**config.mk**
```make
export PLATFORM = sky130hd
export DESIGN_NAME = aesl_stall_filter_unit
export DESIGN_NICKNAME = d
export VERILOG_FILES = /design/src/rtl/aesl_dl_pkg.sv /design/src/rtl/aesl_stall_chan_cnt.sv /design/src/rtl/aesl_stall_filter_unit.sv
export SDC_FILE = /design/constraint.sdc
export NUM_CORES = 1
export LEC_CHECK = 0
export BUFFER_PORTS_ARGS = -buffer_cell sky130_fd_sc_hd__buf_4
export CORE_AREA = 2 2 39 41
export DETAILED_ROUTE_END_ITERATION = 10
export DIE_AREA = 0 0 41 43
export PLACE_DENSITY = 0.51
export SLEW_MARGIN = 20
export SYNTH_ARGS = -nofsm -noshare
export SYNTH_HDL_FRONTEND = slang
export SYNTH_SLANG_ARGS = --single-unit
```
**constraint.sdc**
```tcl
create_clock -name clock -period 2.95 [get_ports clock]
set_input_delay 0.4425 -clock clock [delete_from_list [all_inputs] [get_ports clock]]
set_output_delay 0.4425 -clock clock [all_outputs]
set_load 0.1 [all_outputs]
```
**src/rtl/aesl_dl_pkg.sv**
```systemverilog
// Shared helpers for the simulation-only deadlock detector: width helper and
// the legal ceiling for stall thresholds.
package aesl_dl_pkg;

  localparam int STALL_THRESH_MAX = 65535;

  function automatic int popcount_w(int n);
    return $clog2(n + 1);
  endfunction

endpackage

```
**src/rtl/aesl_stall_chan_cnt.sv**
```systemverilog
// One channel of the stall qualifier: a saturating run-length counter whose
// value doubles as CLEAR / COUNTING / BLOCKED state.
module aesl_stall_chan_cnt #(
  parameter int STALL_THRESH = 16,
  parameter int CNT_W        = $clog2(STALL_THRESH + 1)
) (
  input  logic clock,
  input  logic reset,
  input  logic raw,
  input  logic freeze,
  output logic blocked,
  output logic blocked_nxt,
  output logic rise
);

  localparam logic [CNT_W-1:0] THRESH_C = CNT_W'(STALL_THRESH);

  logic [CNT_W-1:0] cnt_q, cnt_d;
  logic             blocked_q, blocked_d;

  // Any low sample restarts the run; a full run saturates at the threshold.
  always_comb begin
    cnt_d = cnt_q;
    if (!freeze) begin
      if (!raw) begin
        cnt_d = '0;
      end else if (cnt_q != THRESH_C) begin
        cnt_d = cnt_q + CNT_W'(1);
      end
    end
    blocked_d = (cnt_d == THRESH_C);
  end

  always_ff @(posedge clock) begin
    if (reset) begin
      cnt_q     <= '0;
      blocked_q <= 1'b0;
    end else begin
      cnt_q     <= cnt_d;
      blocked_q <= blocked_d;
    end
  end

  assign blocked     = blocked_q;
  assign blocked_nxt = blocked_d;
  // While frozen cnt_d equals cnt_q, so no rise can be reported.
  assign rise        = blocked_d & ~blocked_q;

endmodule

```
**src/rtl/aesl_stall_filter_unit.sv**
```systemverilog
// Per-process stall qualifier: filters raw blocked terms through per-channel
// run-length counters and freezes the whole graph during a deadlock report.
module aesl_stall_filter_unit
  import aesl_dl_pkg::*;
#(
  parameter int CHAN_NUM     = 1,
  parameter int STALL_THRESH = 16,
  parameter int CNT_W        = $clog2(STALL_THRESH + 1)
) (
  input  logic                              clock,
  input  logic                              reset,
  input  logic [CHAN_NUM-1:0]               raw_dep_vec,
  input  logic                              dl_detect_in,
  output logic [CHAN_NUM-1:0]               proc_dep_vld_vec,
  output logic                              stall_event,
  output logic [popcount_w(CHAN_NUM)-1:0]   blocked_cnt
);

  localparam int BC_W = popcount_w(CHAN_NUM);

  if (STALL_THRESH < 1 || STALL_THRESH > STALL_THRESH_MAX) begin : g_bad_thresh
    $error("aesl_stall_filter_unit: STALL_THRESH out of range 1..65535");
  end

  logic [CHAN_NUM-1:0] vld_d;
  logic [CHAN_NUM-1:0] rise_vec;
  logic                stall_event_q, stall_event_d;
  logic [BC_W-1:0]     blocked_cnt_q, blocked_cnt_d;

  genvar gi;
  for (gi = 0; gi < CHAN_NUM; gi++) begin : g_chan
    aesl_stall_chan_cnt #(
      .STALL_THRESH (STALL_THRESH),
      .CNT_W        (CNT_W)
    ) u_cnt (
      .clock       (clock),
      .reset       (reset),
      .raw         (raw_dep_vec[gi]),
      .freeze      (dl_detect_in),
      .blocked     (proc_dep_vld_vec[gi]),
      .blocked_nxt (vld_d[gi]),
      .rise        (rise_vec[gi])
    );
  end

  // Popcount of the next-state vector keeps blocked_cnt aligned with the vector.
  always_comb begin
    stall_event_d = ~dl_detect_in & (|rise_vec);
    blocked_cnt_d = '0;
    for (int i = 0; i < CHAN_NUM; i++) begin
      blocked_cnt_d = blocked_cnt_d + BC_W'(vld_d[i]);
    end
  end

  always_ff @(posedge clock) begin
    if (reset) begin
      stall_event_q <= 1'b0;
      blocked_cnt_q <= '0;
    end else begin
      stall_event_q <= stall_event_d;
      blocked_cnt_q <= blocked_cnt_d;
    end
  end

  assign stall_event = stall_event_q;
  assign blocked_cnt = blocked_cnt_q;

endmodule
```
==> results of run 1 <==
-- metrics by stage --
| stage | total power, W | instance area [sq um] | instances | hold WS (ns) | setup slack, ns |
|---|---|---|---|---|---|
| finish | 0.000205 | 524 | 74 | 0.411 | 1.35 |
| global route | 0.000217 | 524 | 74 | 0.416 | 1.21 |
| floorplan | 0.000112 | 457 | 51 | 0.512 | 1.13 |
| detailed placement | 0.000120 | 498 | 70 | 0.559 | 1.39 |
| global placement | 0.000120 | 498 | 70 | 0.558 | 1.35 |
| CTS | 0.000211 | 524 | 74 | 0.405 | 1.34 |
-- layer usage --
layer | up-vias | track usage (%)
met5 | - | 0
met4 | 0 | 10.0
met3 | 2 | 1.57
met2 | 7 | 12.2
met1 | 170 | 16.6
li1 | 197 | -
-- final timing paths --
check | from | end | slack, ns | depth (start not counted)
max | g_chan[0].u_cnt.cnt_q[0]$_SDFF_PP0_ | g_chan[0].u_cnt.blocked$_SDFF_PP0_ | 1.35 | 6
min | reset | g_chan[0].u_cnt.cnt_q[0]$_SDFF_PP0_ | 0.41 | 2
max reg2reg | g_chan[0].u_cnt.cnt_q[0]$_SDFF_PP0_ | g_chan[0].u_cnt.blocked$_SDFF_PP0_ | 1.35 | 6
min reg2reg | g_chan[0].u_cnt.blocked$_SDFF_PP0_ | stall_event$_SDFF_PP0_ | 0.56 | 3
-- cell families (layout without fill, tap and decap cells) --
group | after synthesis | count (layout)
and+or+nand+nor | 24 | 24
adders and majority gates | 2 | 2
muxes | 1 | 1
xor gates and xnor gates | 1 | 1
AOI/OAI and AO/OA | 10 | 10
DFF | 7 | 7
buffers and inverters | 6 | 13
-- cell type report --
type                    count  area (sq um)
flip-flops and latches      7           140
inverters                   3          11.3
well taps                  16          20.0
clock buffers               4          26.3
repair buffers              6          45.0
fillers                   150           860
multi-input cells          38           282
-- registers in the layout, summed over array words and instances (netlist names) --
| register | flops |
|---|---|
| g_chan.u_cnt.blocked | 1 |
| g_chan.u_cnt.cnt_q | 5 |
| stall_event | 1 |
-- critical path, cell delays in order (launching register included) --
cell	delay [ns]
sky130_fd_sc_hd__dfxtp_1	0.49
sky130_fd_sc_hd__inv_1	0.08
sky130_fd_sc_hd__ha_1	0.28
sky130_fd_sc_hd__and3b_1	0.16
sky130_fd_sc_hd__a21oi_1	0.21
sky130_fd_sc_hd__nand3_1	0.14
sky130_fd_sc_hd__nor4_2	0.15
-- where the power goes --
part	leakage [nW]	switching, W	total (W)	internal (W)
Combinational	0.138	0.0000109	0.0000199	0.00000898
Clock	0.0150	0.0000355	0.0000871	0.0000516
Sequential	0.0566	0.00000225	0.0000980	0.0000958
-- cell usage in the layout (no fill, tap or decap), types with 2 or more instances in the layout --
cell type                  netlist  final
sky130_fd_sc_hd__dfxtp_1         7      7
sky130_fd_sc_hd__nor3_1          3      3
sky130_fd_sc_hd__nand3_1         3      3
sky130_fd_sc_hd__clkbuf_4        0      3
sky130_fd_sc_hd__nor2_1          7      7
sky130_fd_sc_hd__and3b_1         2      2
sky130_fd_sc_hd__a21oi_1         3      3
sky130_fd_sc_hd__nand2_1         2      2
sky130_fd_sc_hd__inv_1           3      3
sky130_fd_sc_hd__ha_1            2      2
sky130_fd_sc_hd__o21ai_0         2      2
sky130_fd_sc_hd__buf_4           1      6
==> results.py, run 1 <==
metrics = {
    "logic_synthesis": {
        "synth_area_leader_cell": "sky130_fd_sc_hd__dfxtp_1",
        "synth_top_family_by_area": "simple AND/OR/NAND/NOR gates",
        "synthesized_area_sq_um": 457,
        "post_synth_xor_area_fraction_pct": 1.92,
        "synth-simple-area-share_pct": 35.1,
        "synth_top_cells_by_area": "sky130_fd_sc_hd__dfxtp_1 (31%), sky130_fd_sc_hd__nand4bb_4 (6.0%), sky130_fd_sc_hd__nor2_1 (5.8%)",
        "ys_types": 27,
        "post_synth.cell_area_avg_sq_um": 8.95,
        "adder_cell_fraction_of_synth_area_pct": 5.48,
        "syn_inst": 51,
        "post_synth_most_frequent_cells": "sky130_fd_sc_hd__dfxtp_1 (7), sky130_fd_sc_hd__nor2_1 (7)",
        "synth-seq-cells": 7,
        "yosysWarnings": 0,
        "synth-compound-area-share_pct": 16.7,
        "async_reset_ff_share_pct": 0,
        "primary_flip_flop_cell_chosen_by_synthesis_mapping": "sky130_fd_sc_hd__dfxtp_1",
        "synth_edf_count": 0,
        "synth_sequential_area_ratio_pct": 30.7,
        "synth.net_count": 57,
        "synthMuxAreaShare_pct": 2.47,
        "synth_top_area_share_pct": 30.7,
    },
    "clocking": {
        "cts_inserted_buffers": 3,
        "cts.repair_timing.setup_buffer_count": 0,
        "cts-hold-fix-buffers": 0,
        "cts.repair.resized": 0,
        "tritoncts": "done",
        "clk_pin_slew_ns": 0.05,
        "cts_num_sinks": 7,
        "worstSkewPairLatency_ns": 0.25,
        "max-clock-path-buffers": 2,
        "htreeDepth": 1,
        "cts-root-buf": "sky130_fd_sc_hd__clkbuf_4",
    },
    "sta": {
        "fin_setup_tns_ns": 0,
        "clock-skew-final_ns": 0.00160,
        "clock.fmax_ghz": 0.625,
        "number_of_setup_violations_in_the_final_report": 0,
        "timing.slew.headroom_pct": 79.4,
        "max_slew_violation_count": 0,
        "period_minus_slack_ns": 1.60,
        "tightestPinTransition_ns": 0.309,
        "final_min_period_over_clock_period_pct": 54.2,
        "grt_setup_unrepaired": "no",
        "report.final.hold_viol_count": 0,
    },
    "status": {
        "outcome": "complete, no violations",
    },
    "setup_path": {
        "worst-setup-path-type": "flip-flop to flip-flop",
        "worst_ep_required_time_ns": 3.11,
        "critical_path_fanouts_max": 9,
        "worstPathArrival_ns": 1.76,
        "startpoint_types": "flip-flop",
        "worstSetupEndpointType": "flip-flop",
    },
    "finish": {
        "drive_gt1_share_pct": 27.6,
        "final_util_pct": 37.9,
        "area_growth_pct": 14.8,
        "nets": 65,
        "n_antenna_cell": 0,
    },
    "global_routing": {
        "via_count_of_the_first_global_routing_pass": 294,
        "grt_antenna_before_repair": 0,
        "grt_pass1_wl_mm": 1.26,
        "maximum_number_of_pins_on_one_net_before_global_route_repair": 13,
        "track_usage_pct": 10.9,
        "overflow": 0,
    },
    "power": {
        "worst_ir_drop_vdd_uv": 151,
        "leakage_nw": 0.210,
        "pwr_per_cell_area_nw_per_um2": 391,
    },
    "routing": {
        "initialDrtViolationCount": 7,
        "vias_per_cell": 5.08,
        "top_routing_layer_used": "met4",
        "detail-route-antenna-nets": 0,
        "met2RoutedLength_um": 342,
        "wl_um": 827,
        "drt_met1_wl_um": 442,
        "detail_route.first_pass.iterations": 4,
        "via_count": 376,
        "detail_route.drc_violations": 0,
        "met3_wirelength_um": 27,
        "routedWlPerCell_um": 11.2,
    },
    "floorplan": {
        "ioPinCount": 7,
        "floorplan.die.width_um": 41,
        "floorplan_core_area_sq_um": 1380,
        "initial_utilization_pct": 33.0,
        "fp.dieArea_sq_um": 1760,
        "die_h_um": 43,
        "fp-row-count": 14,
    },
    "placed_design": {
        "placement.io_buffers": 6,
        "detailedPlacementHpwl_um": 596,
        "place_congestion": 0.767,
    },
    "run": {
        "max_cap_violations": 0,
    },
    "hold_path": {
        "hold_path.class": "primary input to flip-flop",
    },
}
Note: power is estimated with default switching activity, not from simulation.
==> run 2, diff against run 1 <==
- clock period: 2.95 -> 1.5 ns (I/O delays scaled with it)
==> run 2 against run 1 <==
  * Setup slack worse by 1.3 ns
  * Wire length increased by 12%
  * Non-clock buffer count is 6 higher
  * First-iteration DRC count decreased by 29%
  * Sequential share of layout area is 2.7 points lower
  * Clock power increased by 99%
  * Combinational power grew 140%
  * Worst hold slack got worse by 0.22 ns
  * Clock skew grew 0.0056 ns
  * Utilization rose by 5.4 points
  * Highest routed layer is now met3
  * Power is 100% higher
  * Via count rose by 4.8%
==> results.py, run 2 (synthesized netlist as in run 1, its figures left out) <==
metrics = {
    "status": {
        "outcome": "complete, no violations",
    },
    "clocking": {
        "worstSkewPairLatency_ns": 0.25,
        "cts-hold-fix-buffers": 0,
        "cts_inserted_buffers": 3,
        "clk_pin_slew_ns": 0.06,
        "max-clock-path-buffers": 2,
        "cts-root-buf": "sky130_fd_sc_hd__clkbuf_4",
        "cts_num_sinks": 7,
        "htreeDepth": 1,
        "tritoncts": "done",
    },
    "routing": {
        "initialDrtViolationCount": 5,
        "wl_um": 928,
        "detail-route-antenna-nets": 0,
        "detail_route.first_pass.iterations": 4,
        "top_routing_layer_used": "met3",
        "drt_met1_wl_um": 444,
        "vias_per_cell": 4.93,
        "detail_route.drc_violations": 0,
        "met2RoutedLength_um": 470,
        "met3_wirelength_um": 14,
        "routedWlPerCell_um": 11.6,
        "via_count": 394,
    },
    "floorplan": {
        "die_h_um": 43,
        "initial_utilization_pct": 33.0,
        "fp-row-count": 14,
        "ioPinCount": 7,
        "floorplan.die.width_um": 41,
        "floorplan_core_area_sq_um": 1380,
        "fp.dieArea_sq_um": 1760,
    },
    "finish": {
        "area_growth_pct": 31.2,
        "n_antenna_cell": 0,
        "drive_gt1_share_pct": 46.9,
        "final_util_pct": 43.3,
        "register_name_with_the_most_flops": "g_chan.u_cnt.cnt_q",
        "layout_common_cells": "sky130_fd_sc_hd__buf_4 (12), sky130_fd_sc_hd__nor2_1 (7), sky130_fd_sc_hd__dfxtp_1 (4)",
        "largest_reg_flops": 5,
        "final_common_cell": "sky130_fd_sc_hd__buf_4",
        "fin_cells": 80,
        "nets": 71,
    },
    "power": {
        "power.share.combinational_pct": 11.7,
        "pwr_per_cell_area_nw_per_um2": 689,
        "power.switching_fraction_pct": 24.2,
        "worst_ir_drop_vdd_uv": 480,
        "clock_power_share_pct": 41.8,
        "internal_power_w": 0.000313,
        "p_switching_w": 0.0000998,
        "leakage_nw": 0.243,
        "sequential_power_share_pct": 46.5,
    },
    "sta": {
        "max_slew_violation_count": 0,
        "clock-skew-final_ns": 0.00717,
        "final_min_period_over_clock_period_pct": 94.6,
        "timing.slew.headroom_pct": 81.4,
        "grt_setup_unrepaired": "no",
        "tightestPinTransition_ns": 0.278,
        "clock.fmax_ghz": 0.705,
        "number_of_setup_violations_in_the_final_report": 0,
        "period_minus_slack_ns": 1.42,
        "report.final.hold_viol_count": 0,
    },
    "hold_path": {
        "timing.hold.worst.start": "reset",
        "holdPathStages": 2,
        "hold_path.class": "primary input to flip-flop",
    },
    "global_routing": {
        "grt_antenna_before_repair": 0,
        "track_usage_pct": 13.5,
        "via_count_of_the_first_global_routing_pass": 380,
        "grt_pass1_wl_mm": 1.66,
        "maximum_number_of_pins_on_one_net_before_global_route_repair": 13,
        "overflow": 0,
    },
    "setup_path": {
        "critical_path.startpoint": "g_chan[0].u_cnt.cnt_q[0]$_SDFF_PP0_",
        "cpMaxStageDelayCell": "sky130_fd_sc_hd__dfxtp_2",
        "worstSetupPathDepth": 5,
        "cpLargestDelayFamily": "simple AND/OR/NAND/NOR gates",
        "worst_ep_required_time_ns": 1.65,
        "startpoint_types": "flip-flop",
        "buffers_plus_inverters_on_the_worst_setup_path": 0,
        "worst_path_largest_cell_delay_ns": 0.34,
        "crit_path_cell_trace": "ha_2, and4bb_2, a211oi_4, nand3_1, nor4_2",
        "reg2reg_from": "g_chan[0].u_cnt.cnt_q[0]$_SDFF_PP0_",
        "worst-setup-path-type": "flip-flop to flip-flop",
        "rr_worst_depth": 5,
        "critical_path_fanouts_max": 5,
        "worstPathArrival_ns": 1.57,
        "worstSetupEndpointType": "flip-flop",
    },
    "placed_design": {
        "place_congestion": 0.697,
        "placed_instance_count": 74,
        "detailedPlacementHpwl_um": 653,
        "placement.io_buffers": 6,
    },
    "run": {
        "max_cap_violations": 0,
    },
}
run 2: worst paths after layout:
check | endpoint | slack, ns
hold reg to reg | g_chan[0].u_cnt.cnt_q[0]$_SDFF_PP0_ | 0.52
hold / removal | g_chan[0].u_cnt.cnt_q[0]$_SDFF_PP0_ | 0.20
setup / recovery | g_chan[0].u_cnt.blocked$_SDFF_PP0_ | 0.08
setup reg to reg | g_chan[0].u_cnt.blocked$_SDFF_PP0_ | 0.08
run 2: final cells by class:
cell class | instances | area [sq um]
Fill cell | 147 | 785
Multi-Input combinational cell | 38 | 308
Sequential cell | 7 | 144
Timing Repair Buffer | 12 | 90.1
Clock buffer | 4 | 26.3
Tap cell | 16 | 20.0
Inverter | 3 | 11.3
run 2: worst reg2reg max path: stages (launching register included):
cell and delay (ns):
sky130_fd_sc_hd__dfxtp_2 0.34, sky130_fd_sc_hd__ha_2 0.20, sky130_fd_sc_hd__and4bb_2 0.24, sky130_fd_sc_hd__a211oi_4 0.26
sky130_fd_sc_hd__nand3_1 0.13, sky130_fd_sc_hd__nor4_2 0.15
run 2: layer usage:
| layer | vias up | GRT usage (%) |
|---|---|---|
| met3 | 0 | 1.57 |
| met4 | 0 | 4.00 |
| met2 | 2 | 19.4 |
| li1 | 206 | - |
| met1 | 186 | 20.6 |
| met5 | - | 0 |
run 2: power groups by stage:
stage | Sequential [W] | Clock (W) | Combinational (W)
3_3_place_gp | 0.000195 | 0 | 0.0000449
2_1_floorplan | 0.000195 | 0 | 0.0000248
6_report | 0.000192 | 0.000173 | 0.0000484
4_1_cts | 0.000191 | 0.000177 | 0.0000445
3_5_place_dp | 0.000195 | 0 | 0.0000443
5_1_grt | 0.000192 | 0.000192 | 0.0000553
run 2: repair_timing:
action	CTS	global route
setup buffers	0	2
endpoints found under the setup margin	1	3
pin swaps	0	2
cloned	0	0
gates resized for setup	1	8
run 2: per-stage QoR:
| stage | hold slack, ns | TNS (ns) | cell area [sq um] | total power [W] | worst slack, ns |
|---|---|---|---|---|---|
| 2_1_floorplan | 0.289 | 0 | 458 | 0.000220 | 0.0930 |
| 3_3_place_gp | 0.460 | -0.0110 | 529 | 0.000240 | -0.0110 |
| 5_1_grt | 0.193 | 0 | 599 | 0.000439 | 0.000990 |
| 6_report | 0.196 | 0 | 599 | 0.000413 | 0.0809 |
| 3_5_place_dp | 0.456 | 0 | 529 | 0.000239 | 0.0138 |
| 4_1_cts | 0.193 | 0 | 563 | 0.000412 | 0.0101 |
==> run 3, diff against run 2 <==
- CELL_PAD_IN_SITES_DETAIL_PLACEMENT: not set -> 1
- CELL_PAD_IN_SITES_GLOBAL_PLACEMENT: not set -> 1
- PLACE_DENSITY: 0.51 -> 0.64
==> run 3 against run 2 <==
  * Non-clock buffer count decreased by 1
  * Utilization decreased by 0.18 points
  * Sequential share of layout area increased by 0.52 points
  * Wire length increased by 4.1%
  * Via count increased by 3.3%
  * Combinational power increased by 4%
  * Clock skew decreased by 0.0035 ns
  * First-iteration DRC count decreased by 60%
  * Sequential power about the same
  * Critical path depth unchanged
  * Setup slack improved by 0.023 ns
  * Critical path type unchanged
  * Critical endpoint is now stall_event$_SDFF_PP0_
  * Largest cell class unchanged
  * Highest routed layer is now met4
==> results.py, run 3 (synthesized netlist as in run 1, its figures left out) <==
metrics = {
    "sta": {
        "fin_setup_tns_ns": 0,
        "clock-skew-final_ns": 0.00365,
        "timing.slew.headroom_pct": 80.3,
        "max_slew_violation_count": 0,
        "tightestPinTransition_ns": 0.294,
        "final_min_period_over_clock_period_pct": 93.1,
        "report.final.hold_viol_count": 0,
        "period_minus_slack_ns": 1.40,
        "grt_setup_unrepaired": "no",
        "number_of_setup_violations_in_the_final_report": 0,
        "worst_hold_slack_ns": 0.189,
        "clock.fmax_ghz": 0.716,
    },
    "global_routing": {
        "track_usage_pct": 14.2,
        "maximum_number_of_pins_on_one_net_before_global_route_repair": 13,
        "grt_antenna_before_repair": 0,
        "via_count_of_the_first_global_routing_pass": 406,
        "grt_pass1_wl_mm": 1.68,
        "overflow": 0,
    },
    "clocking": {
        "max-clock-path-buffers": 2,
        "clk_pin_slew_ns": 0.05,
        "cts_inserted_buffers": 3,
        "htreeDepth": 1,
        "cts_num_sinks": 7,
        "cts-root-buf": "sky130_fd_sc_hd__clkbuf_4",
        "worstSkewPairLatency_ns": 0.25,
        "tritoncts": "done",
    },
    "finish": {
        "layout_common_cells": "sky130_fd_sc_hd__buf_4 (11), sky130_fd_sc_hd__nor2_1 (7), sky130_fd_sc_hd__dfxtp_1 (4)",
        "nets": 70,
        "post-route-cell-area_sq_um": 597,
        "n_antenna_cell": 0,
        "final_common_cell": "sky130_fd_sc_hd__buf_4",
        "drive_gt1_share_pct": 46.0,
        "area_growth_pct": 30.7,
        "final_util_pct": 43.1,
        "num-fill-cells": 176,
        "largest_reg_flops": 5,
        "register_name_with_the_most_flops": "g_chan.u_cnt.cnt_q",
    },
    "setup_path": {
        "timing.rr.end": "stall_event$_SDFF_PP0_",
        "reg2reg_from": "g_chan[0].u_cnt.cnt_q[1]$_SDFF_PP0_",
        "worstSetupEndpointType": "flip-flop",
        "worst_ep_required_time_ns": 1.67,
        "startpoint_types": "flip-flop",
        "setup.reg_to_reg.worst_slack_ns": 0.10,
        "worst-setup-path-type": "flip-flop to flip-flop",
        "critical_path.startpoint": "g_chan[0].u_cnt.cnt_q[1]$_SDFF_PP0_",
        "worstPathArrival_ns": 1.57,
        "rr_worst_depth": 5,
        "critical_path_fanouts_max": 4,
    },
    "power": {
        "worst_ir_drop_vdd_uv": 420,
        "leakage_nw": 0.243,
        "pwr_per_cell_area_nw_per_um2": 682,
        "power.total_w": 0.000407,
    },
    "hold_path": {
        "timing.hold.worst.start": "reset",
        "hold_path.class": "primary input to flip-flop",
        "holdPathStages": 2,
        "timing.hold.worst_endpoint": "g_chan[0].u_cnt.blocked$_SDFF_PP0_",
    },
    "floorplan": {
        "ioPinCount": 7,
        "die_h_um": 43,
        "initial_utilization_pct": 33.0,
        "floorplan_core_area_sq_um": 1380,
        "floorplan.die.width_um": 41,
        "fp.dieArea_sq_um": 1760,
        "fp-row-count": 14,
    },
    "routing": {
        "vias_per_cell": 5.15,
        "initialDrtViolationCount": 2,
        "via_count": 407,
        "wl_um": 966,
        "routedWlPerCell_um": 12.2,
        "detail_route.first_pass.iterations": 2,
        "detail-route-antenna-nets": 0,
        "detail_route.drc_violations": 0,
    },
    "placed_design": {
        "placement.io_buffers": 6,
        "place_congestion": 0.699,
        "placement.cell_area_sq_um": 522,
        "detailedPlacementHpwl_um": 718,
    },
    "run": {
        "max_cap_violations": 0,
    },
    "status": {
        "outcome": "complete, no violations",
    },
}
[run 3: timing repair]
item                                   CTS  global route
resized for setup                        0            11
endpoints found under the hold margin    0             0
setup endpoints to repair                0             3
hold buffers                             0             0
buffers inserted                         0             2
[run 3: through the flow]
| step | instances | setup WS, ns |
|---|---|---|
| CTS | 77 | 0.0341 |
| global placement | 73 | 0.0384 |
| floorplan | 51 | 0.0930 |
| detailed placement | 73 | 0.0663 |
| finish | 79 | 0.104 |
| global route | 79 | 0.000559 |
[run 3: power by group]
part           switching [W]  internal (W)
clock network      0.0000658      0.000101
registers         0.00000262      0.000187
logic              0.0000273     0.0000229
total              0.0000957      0.000312
[run 3: cell type report]
type,count,area (sq um),share of cell area (%)
flip-flops and latches,7,146,24.5
repair buffers,11,82.6,13.8
clock buffers,4,26.3,4.40
inverters,3,13.8,2.31
multi-input cells,38,308,51.6
well taps,16,20.0,3.35
[run 3: worst max path at each step]
stage	slack, ns	endpoint	cells past startpoint
global route	0.0006	stall_event$_SDFF_PP0_	5
CTS	0.03	g_chan[0].u_cnt.blocked$_SDFF_PP0_	6
global placement	0.04	g_chan[0].u_cnt.blocked$_SDFF_PP0_	6
floorplan	0.09	g_chan[0].u_cnt.blocked$_SDFF_PP0_	6
finish	0.10	stall_event$_SDFF_PP0_	5
detailed placement	0.07	g_chan[0].u_cnt.blocked$_SDFF_PP0_	6
[run 3: metal layers]
| layer | GRT usage [%] | part of all wire, % | up-vias |
|---|---|---|---|
| li1 | - | - | 207 |
| met1 | 17.7 | 48 | 193 |
| met2 | 20.6 | 48 | 5 |
| met3 | 1.57 | 2.5 | 2 |
| met4 | 12.0 | 1.8 | 0 |
| met5 | 0 | 0 | - |
[run 3: worst max-delay path: stages (launching register included)]
cell                       delay, ns
sky130_fd_sc_hd__dfxtp_4        0.36
sky130_fd_sc_hd__ha_2           0.18
sky130_fd_sc_hd__and4bb_2       0.24
sky130_fd_sc_hd__a211oi_4       0.24
sky130_fd_sc_hd__nand4_1        0.13
sky130_fd_sc_hd__nor3_1         0.17
